## config.mk

```make
export PLATFORM = sky130hd
export DESIGN_NAME = lc3_regfile_cc
export DESIGN_NICKNAME = d
export VERILOG_FILES = /design/src/rtl/lc3_pkg.sv /design/src/rtl/lc3_cc_logic.sv /design/src/rtl/lc3_regfile_cc.sv
export SDC_FILE = /design/constraint.sdc
export NUM_CORES = 1
export LEC_CHECK = 0
export CAP_MARGIN = 10
export CORE_AREA = 2 2 125 127
export DETAILED_ROUTE_END_ITERATION = 8
export DIE_AREA = 0 0 127 129
export PLACE_DENSITY = 0.69
export RECOVER_POWER = 25
export REMOVE_ABC_BUFFERS = 1
export SLEW_MARGIN = 0
export SYNTH_ARGS = -nofsm -noshare
export SYNTH_HDL_FRONTEND = slang
export SYNTH_SLANG_ARGS = --single-unit
```

## constraint.sdc

```tcl
create_clock -name clk -period 3.59 [get_ports clk]
set_input_delay 0.718 -clock clk [delete_from_list [all_inputs] [get_ports clk]]
set_output_delay 0.718 -clock clk [all_outputs]
set_load 0.02 [all_outputs]
```

## src/rtl/lc3_pkg.sv

```systemverilog
// -----------------------------------------------------------------------------
// lc3_pkg
// Shared constants for the LC-3 datapath blocks.
//   LC3_WIDTH  : datapath / bus width in bits
//   LC3_NREG   : number of general-purpose registers
//   LC3_SEL_W  : width of a register select field
//   nzp_e      : one-hot condition-code encodings {N,Z,P}
//   NZP_RESET  : condition code after reset (Z, matching the zeroed registers)
// -----------------------------------------------------------------------------
package lc3_pkg;

  localparam int LC3_WIDTH = 16;
  localparam int LC3_NREG  = 8;
  localparam int LC3_SEL_W = $clog2(LC3_NREG);

  typedef enum logic [2:0] {
    NZP_N = 3'b100,
    NZP_Z = 3'b010,
    NZP_P = 3'b001
  } nzp_e;

  localparam logic [2:0] NZP_RESET = NZP_Z;

endpackage : lc3_pkg

```

## src/rtl/lc3_cc_logic.sv

```systemverilog
// -----------------------------------------------------------------------------
// lc3_cc_logic
// Combinational encoder from a data word to the one-hot LC-3 condition code.
// The word is treated as two's-complement signed.
//   value : input  [W-1:0]  word to classify
//   nzp   : output [2:0]    {N,Z,P}, exactly one bit set
// -----------------------------------------------------------------------------
module lc3_cc_logic
  import lc3_pkg::*;
#(
  parameter int W = LC3_WIDTH
) (
  input  logic [W-1:0] value,
  output logic [2:0]   nzp
);

  // Sign bit takes priority; only a non-negative word can be zero or positive.
  always_comb begin
    nzp = NZP_P;
    if (value[W-1]) begin
      nzp = NZP_N;
    end else if (value == '0) begin
      nzp = NZP_Z;
    end
  end

endmodule : lc3_cc_logic

```

## src/rtl/lc3_regfile_cc.sv

```systemverilog
// -----------------------------------------------------------------------------
// lc3_regfile_cc
// LC-3 general-purpose register file plus condition codes and branch enable.
// Captures the shared bus into R[dr], updates N/Z/P from the bus, registers BEN,
// and supplies two combinational read operands to the ALU.
//   clk      : system clock, rising edge
//   rst_n    : asynchronous active-low reset
//   bus      : shared datapath bus
//   ld_reg   : write bus into R[dr] at the next edge
//   dr       : destination register select
//   sr1/sr2  : read port selects
//   sr1_out  : R[sr1], combinational
//   sr2_out  : R[sr2], combinational
//   ld_cc    : update N/Z/P from bus at the next edge
//   nzp      : registered condition codes {N,Z,P}
//   ir_nzp   : IR[11:9] branch condition field
//   ld_ben   : register BEN at the next edge
//   ben      : registered branch enable
// -----------------------------------------------------------------------------
module lc3_regfile_cc
  import lc3_pkg::*;
#(
  parameter int WIDTH = LC3_WIDTH,
  parameter int NREG  = LC3_NREG,
  parameter int SEL_W = $clog2(NREG)
) (
  input  logic             clk,
  input  logic             rst_n,
  input  logic [WIDTH-1:0] bus,
  input  logic             ld_reg,
  input  logic [SEL_W-1:0] dr,
  input  logic [SEL_W-1:0] sr1,
  input  logic [SEL_W-1:0] sr2,
  output logic [WIDTH-1:0] sr1_out,
  output logic [WIDTH-1:0] sr2_out,
  input  logic             ld_cc,
  output logic [2:0]       nzp,
  input  logic [2:0]       ir_nzp,
  input  logic             ld_ben,
  output logic             ben
);

  logic [WIDTH-1:0] regs_reg [NREG];
  logic [NREG-1:0]  wr_en;
  logic [2:0]       nzp_reg;
  logic [2:0]       nzp_next;
  logic             ben_reg;
  logic             ben_next;

  // One-hot write decode of the destination select.
  generate
    for (genvar gi = 0; gi < NREG; gi++) begin : g_wr_dec
      assign wr_en[gi] = ld_reg && (dr == SEL_W'(gi));
    end
  endgenerate

  // Register array. Needs an asynchronous clear, so it is built from flops.
  always_ff @(posedge clk or negedge rst_n) begin
    if (!rst_n) begin
      for (int i = 0; i < NREG; i++) begin
        regs_reg[i] <= '0;
      end
    end else begin
      for (int i = 0; i < NREG; i++) begin
        if (wr_en[i]) begin
          regs_reg[i] <= bus;
        end
      end
    end
  end

  // Reads come straight from stored state: a same-cycle write is not
  // forwarded, so the old value shows until after the edge.
  assign sr1_out = regs_reg[sr1];
  assign sr2_out = regs_reg[sr2];

  // Condition codes from the same bus sample the register write uses.
  lc3_cc_logic #(
    .W (WIDTH)
  ) u_cc (
    .value (bus),
    .nzp   (nzp_next)
  );

  // BEN looks at the condition codes as they were before this edge, so a
  // concurrent ld_cc does not affect the branch decision.
  assign ben_next = |(ir_nzp & nzp_reg);

  always_ff @(posedge clk or negedge rst_n) begin
    if (!rst_n) begin
      nzp_reg <= NZP_RESET;
      ben_reg <= 1'b0;
    end else begin
      if (ld_cc) begin
        nzp_reg <= nzp_next;
      end
      if (ld_ben) begin
        ben_reg <= ben_next;
      end
    end
  end

  assign nzp = nzp_reg;
  assign ben = ben_reg;

endmodule : lc3_regfile_cc
```

# Word level (Yosys, flattened, before mapping)
# Index checks and enable logic that the tools add are counted.
# W data, S select, Z words.
op_classes:
  magnitude_cmp: 2
  n_reduce_logical: 11
  n_eq_ne: 7
  bitwise_logic: 3
  mux: 8
ops:
  columns: ["op", "count"]
  rows:
  - ["$bmux W16 S3", 2]
  - ["$mux W16", 4]
  - ["$logic_not A16 Y1", 1]
  - ["$eq A3 B3 Y1 const B", 4]
  - ["$ge A4 B4 Y1 const B", 2]
  - ["$logic_and A1 B1 Y1", 8]
  - ["$not A3 Y4", 2]
  - ["$eq A3 B2 Y1 const B", 2]
  - ["$and A3 B3 Y3", 1]
  - ["$eq A3 B1 Y1 const B", 1]
  - ["$logic_not A3 Y1", 1]
  - ["$mux W3", 1]
  - ["$reduce_or A3 Y1", 1]
  - ["$mux W2", 1]
word_totals:
  elab_cells: 41
  input_bits: 33
  out_inout_bits: 36
  reg_bits: 132

# Depth between registers and ports, before layout
logic_depth:
  depth_word: 4
  mapped_depth: 5

# Hierarchy
# Synthesis repeated with hierarchy kept, for this count alone.
unflattened:
  hier_cells: 410
  hier_area_um2: 7204.4
by_module_without_submodules:
  columns: ["module", "cells_per_inst", "instances", "seq_area_each_um2", "area_each_um2"]
  rows:
  - ["lc3_regfile_cc", 403, 1, 3304.4, 7154.4]
  - ["lc3_cc_logic", 7, 1, 0.0, 50.0]

# Least setup slack after synthesis
# OpenSTA, ideal clock, no wires.
synth_timing:
  path_type: "input port to output port"
  startpoint: "in sr1[0]"
  endpoint: "out sr1_out[0]"
  required_time_ns: 2.872
  path_buffers: 2
  setup_slack_ns: 1.045
  t_arrival_ns: 1.827
  stages: 4
  path_cell_list: "buf_6 buf_6 mux4_1 mux2_2"
synth_between:
  elab_chain_cells: 4
synth_lines:
  columns: ["item", "line_no", "text"]
  rows:
  - ["start: declaration", "lc3_regfile_cc.sv:32", "input logic [SEL_W-1:0] sr1,"]
  - ["$not A3 Y4 (implied by the code)", "lc3_regfile_cc.sv:74", "assign sr1_out = regs_reg[sr1];"]
  - ["$bmux W16 S3", "lc3_regfile_cc.sv:74", null]
  - ["$mux W16 (implied by the code) (2 in series)", "lc3_regfile_cc.sv:74", null]
  - ["end: declaration", "lc3_regfile_cc.sv:34", "output logic [WIDTH-1:0] sr1_out,"]
# Every way passes these cells. The select of a mux whose other input is x is not followed.

# Worst setup path in the final report
layout_timing:
  startpoint: "in sr2[1]"
  endpoint: "out sr2_out[15]"
layout_between:
  elab_chain_cells: 4
layout_lines:
  columns: ["item", "line_no", "text"]
  rows:
  - ["start: declaration", "lc3_regfile_cc.sv:33", "input logic [SEL_W-1:0] sr2,"]
  - ["$not A3 Y4 (implied by the code)", "lc3_regfile_cc.sv:75", "assign sr2_out = regs_reg[sr2];"]
  - ["$bmux W16 S3", "lc3_regfile_cc.sv:75", null]
  - ["$mux W16 (implied by the code) (2 in series)", "lc3_regfile_cc.sv:75", null]
  - ["end: declaration", "lc3_regfile_cc.sv:35", "output logic [WIDTH-1:0] sr2_out,"]
# Every way passes these cells. The select of a mux whose other input is x is not followed.

==> impl_metrics.csv <==
group,metric,value,unit
timing,hold_viol_final,0,
clock_tree,cts_made_buffers,17,
worst_setup_path,r2r_start,"nzp[0]",
timing,max_freq,0.293,GHz
clock_tree,clk_pin_slew,60,ps
worst_setup_path,ff2ff_path_depth,2,
min_path,min_to,"nzp[1]",
clock_tree,cts.sinks,132,
clock_tree,cts_root_buf,"clkbuf_16",
timing,setup_viol_count_final,0,
floorplanning,pin_count,69,
min_path,hold_depth,2,
timing,fin_ws,175,ps
flow_run,maxCapViolations,1,
route,first_iter_violations,230,
synthesis,synth_area_leaders,"dfrtp_1, mux2_2, mux4_1",
synthesis,yosys_register_bits,132,
route,drtPass1Iterations,4,
timing,rsz0062_at_grt,"false",
place,portBuffers,68,
floorplanning,dieArea,16400,um2
worst_setup_path,crit_path_start_kind,"input port",
cells_and_area,layout-drive-gt1-share,45.9,%
cells_and_area,largest_reg_flops,128,
place,dp_slack,202,ps
clock_tree,postCtsResizedCells,0,
worst_setup_path,worstSetupPathType,"in -> out",
floorplanning,die_y,129,um
place,dpl.hpwl,9860,um
synthesis,async_flop_share,100,%
clock_tree,cts_setup_buffers,0,
route,viasPerCell,6.17,
synthesis,avgSynthCellArea,17.5,um2
synthesis,synth_top_area_share,45.5,%
power,power_leakage,0.00363,uW
power,cellPowerDensity,589,nW/um2
worst_setup_path,cp_max_fo,32,
worst_setup_path,required,2870,ps
clock_tree,htree_levels,4,
clock_tree,cts_tree,"yes",
timing,slew_violations,66,
clock_tree,worstSkewPairLatency,420,ps
synthesis,synthMostInstantiatedCell,"mux2_2",
synthesis,yosysWarnings,0,
worst_setup_path,cp.arrival,2700,ps
timing,maxSlewHeadroom,-9.89,%
worst_setup_path,reg2reg_slack,2290,ps
timing,timing.final.crit_period,3420,ps
worst_setup_path,setup.worst_path.end_class,"primary output",
floorplanning,core_area,15000,um2
timing,setup-tns-final,0,ps
floorplanning,initial_core_util,48.1,%
cells_and_area,area_growth,20.3,%
floorplanning,num_rows,45,
synthesis,synth-edff-count,0,
global_route,track_usage,22.2,%
min_path,hp-start,"nzp[1]",
status,violations,"capacitance limit, slew limit",
synthesis,yosysUniqueCellTypes,28,
timing,worst_slew_pin_slew,1650,ps
synthesis,synth_area,7200,um2
synthesis,yosysTopAreaCell,"dfrtp_1",
timing,clock_skew,1.21,ps
clock_tree,cts_buffer_depth,2,
timing,fin_crit_sh,95.1,%
synthesis,synth_ff_type,"dfrtp_1",
route,wl_per_cell,24.6,um
global_route,grt_pass1_wl,26700,um
status,status,"finished, violations left",
power,vdd.ir_drop.worst,0.288,mV
route,drc,0,
route,routed_wl,16800,um
cells_and_area,antenna_cells,0,
worst_setup_path,r2r_end,"ben",
min_path,hp-class,"reg -> reg",
global_route,antenna_found_initial,0,
route,vias,4228,
place,place.gp.congestion,0.728,
clock_tree,hold_buffers,0,
synthesis,yosysSeqAreaShare,45.9,%
floorplanning,die_x,127,um
cells_and_area,final_nets,517,
synthesis,ys_top_cells_by_count,"mux2_2, dfrtp_1, mux4_1",
global_route,grt_pass1_vias,4564,
route,postRouteAntennaNets,0,
global_route,overflow,0,
global_route,grt_max_degree,66,
synthesis,netlist_instances,412,
-- how the worst max path moves through the flow --
| stage | start | end | slack, ps | depth (start not counted) |
|---|---|---|---|---|
| after floorplan | sr1[0] | sr1_out[0] | 1320 | 2 |
| after global placement | sr2[1] | sr2_out[15] | 210 | 5 |
| after detailed placement | sr2[1] | sr2_out[15] | 200 | 5 |
| after CTS | sr2[1] | sr2_out[15] | 180 | 5 |
| after global routing | sr2[1] | sr2_out[15] | 150 | 5 |
| final | sr2[1] | sr2_out[15] | 170 | 5 |
-- final cells by class --
class | count | area [um2]
multi-input cells | 247 | 3660
clock inverters | 10 | 130
fillers | 1150 | 6320
well taps | 188 | 235
clock buffers | 22 | 464
inverters | 2 | 7.51
flip-flops and latches | 132 | 3300
repair buffers | 84 | 858
-- metal layers --
layer,track usage (%),up-vias,wire [um]
met5,0,-,0
met4,6.85,0,124
met3,4.53,8,819
met2,36.9,114,8660
met1,29.8,2282,7210
li1,-,1824,-
-- metrics by stage --
stage	hold WS [ps]	cells	util [%]	instance area, um2	power [uW]
global route	534	685	57.8	8660	5350
floorplan	422	381	-	6970	2830
finish	502	685	57.8	8660	5100
CTS	430	685	57.9	8670	5160
detailed placement	490	653	54.0	8080	3380
global placement	476	653	54.0	8080	3320
-- power breakdown --
part / total [uW] / internal (uW) / switching (uW)
logic: 1320 / 822 / 496
registers: 2040 / 1810 / 229
clock network: 1740 / 1120 / 615
-- placed cells by master, fill, tap and decap left out, types with 2 or more instances in the layout --
| cell | count |
|---|---|
| mux2_2 | 154 |
| clkdlybuf4s50_1 | 65 |
| dfrtp_1 | 131 |
| mux4_2 | 16 |
| clkbuf_2 | 2 |
| mux2_1 | 7 |
| nor3_4 | 2 |
| nand4b_2 | 3 |
| nor4_1 | 4 |
| inv_1 | 2 |
| clkbuf_8 | 2 |
| clkinvlp_4 | 2 |
| mux4_1 | 48 |
| clkbuf_1 | 3 |
| buf_12 | 6 |
| buf_2 | 2 |
| buf_4 | 9 |
| bufinv_16 | 3 |
| nor3b_4 | 2 |
| clkinv_2 | 5 |
| clkbuf_16 | 17 |
-- logic make-up after synthesis --
family          after synthesis  share of synthesized area (%)
compound gates                5                          0.504
buf+inv                      33                           3.29
flops                       132                           45.9
mux                         225                           47.7
simple gates                 17                           2.59
-- worst max-delay path, cell delays in order --
cell and delay [ps]:
clkdlybuf4s50_1 500, buf_12 220, mux4_1 370, mux2_2 300, clkdlybuf4s50_1 550
(Power assumes the default switching activity.)
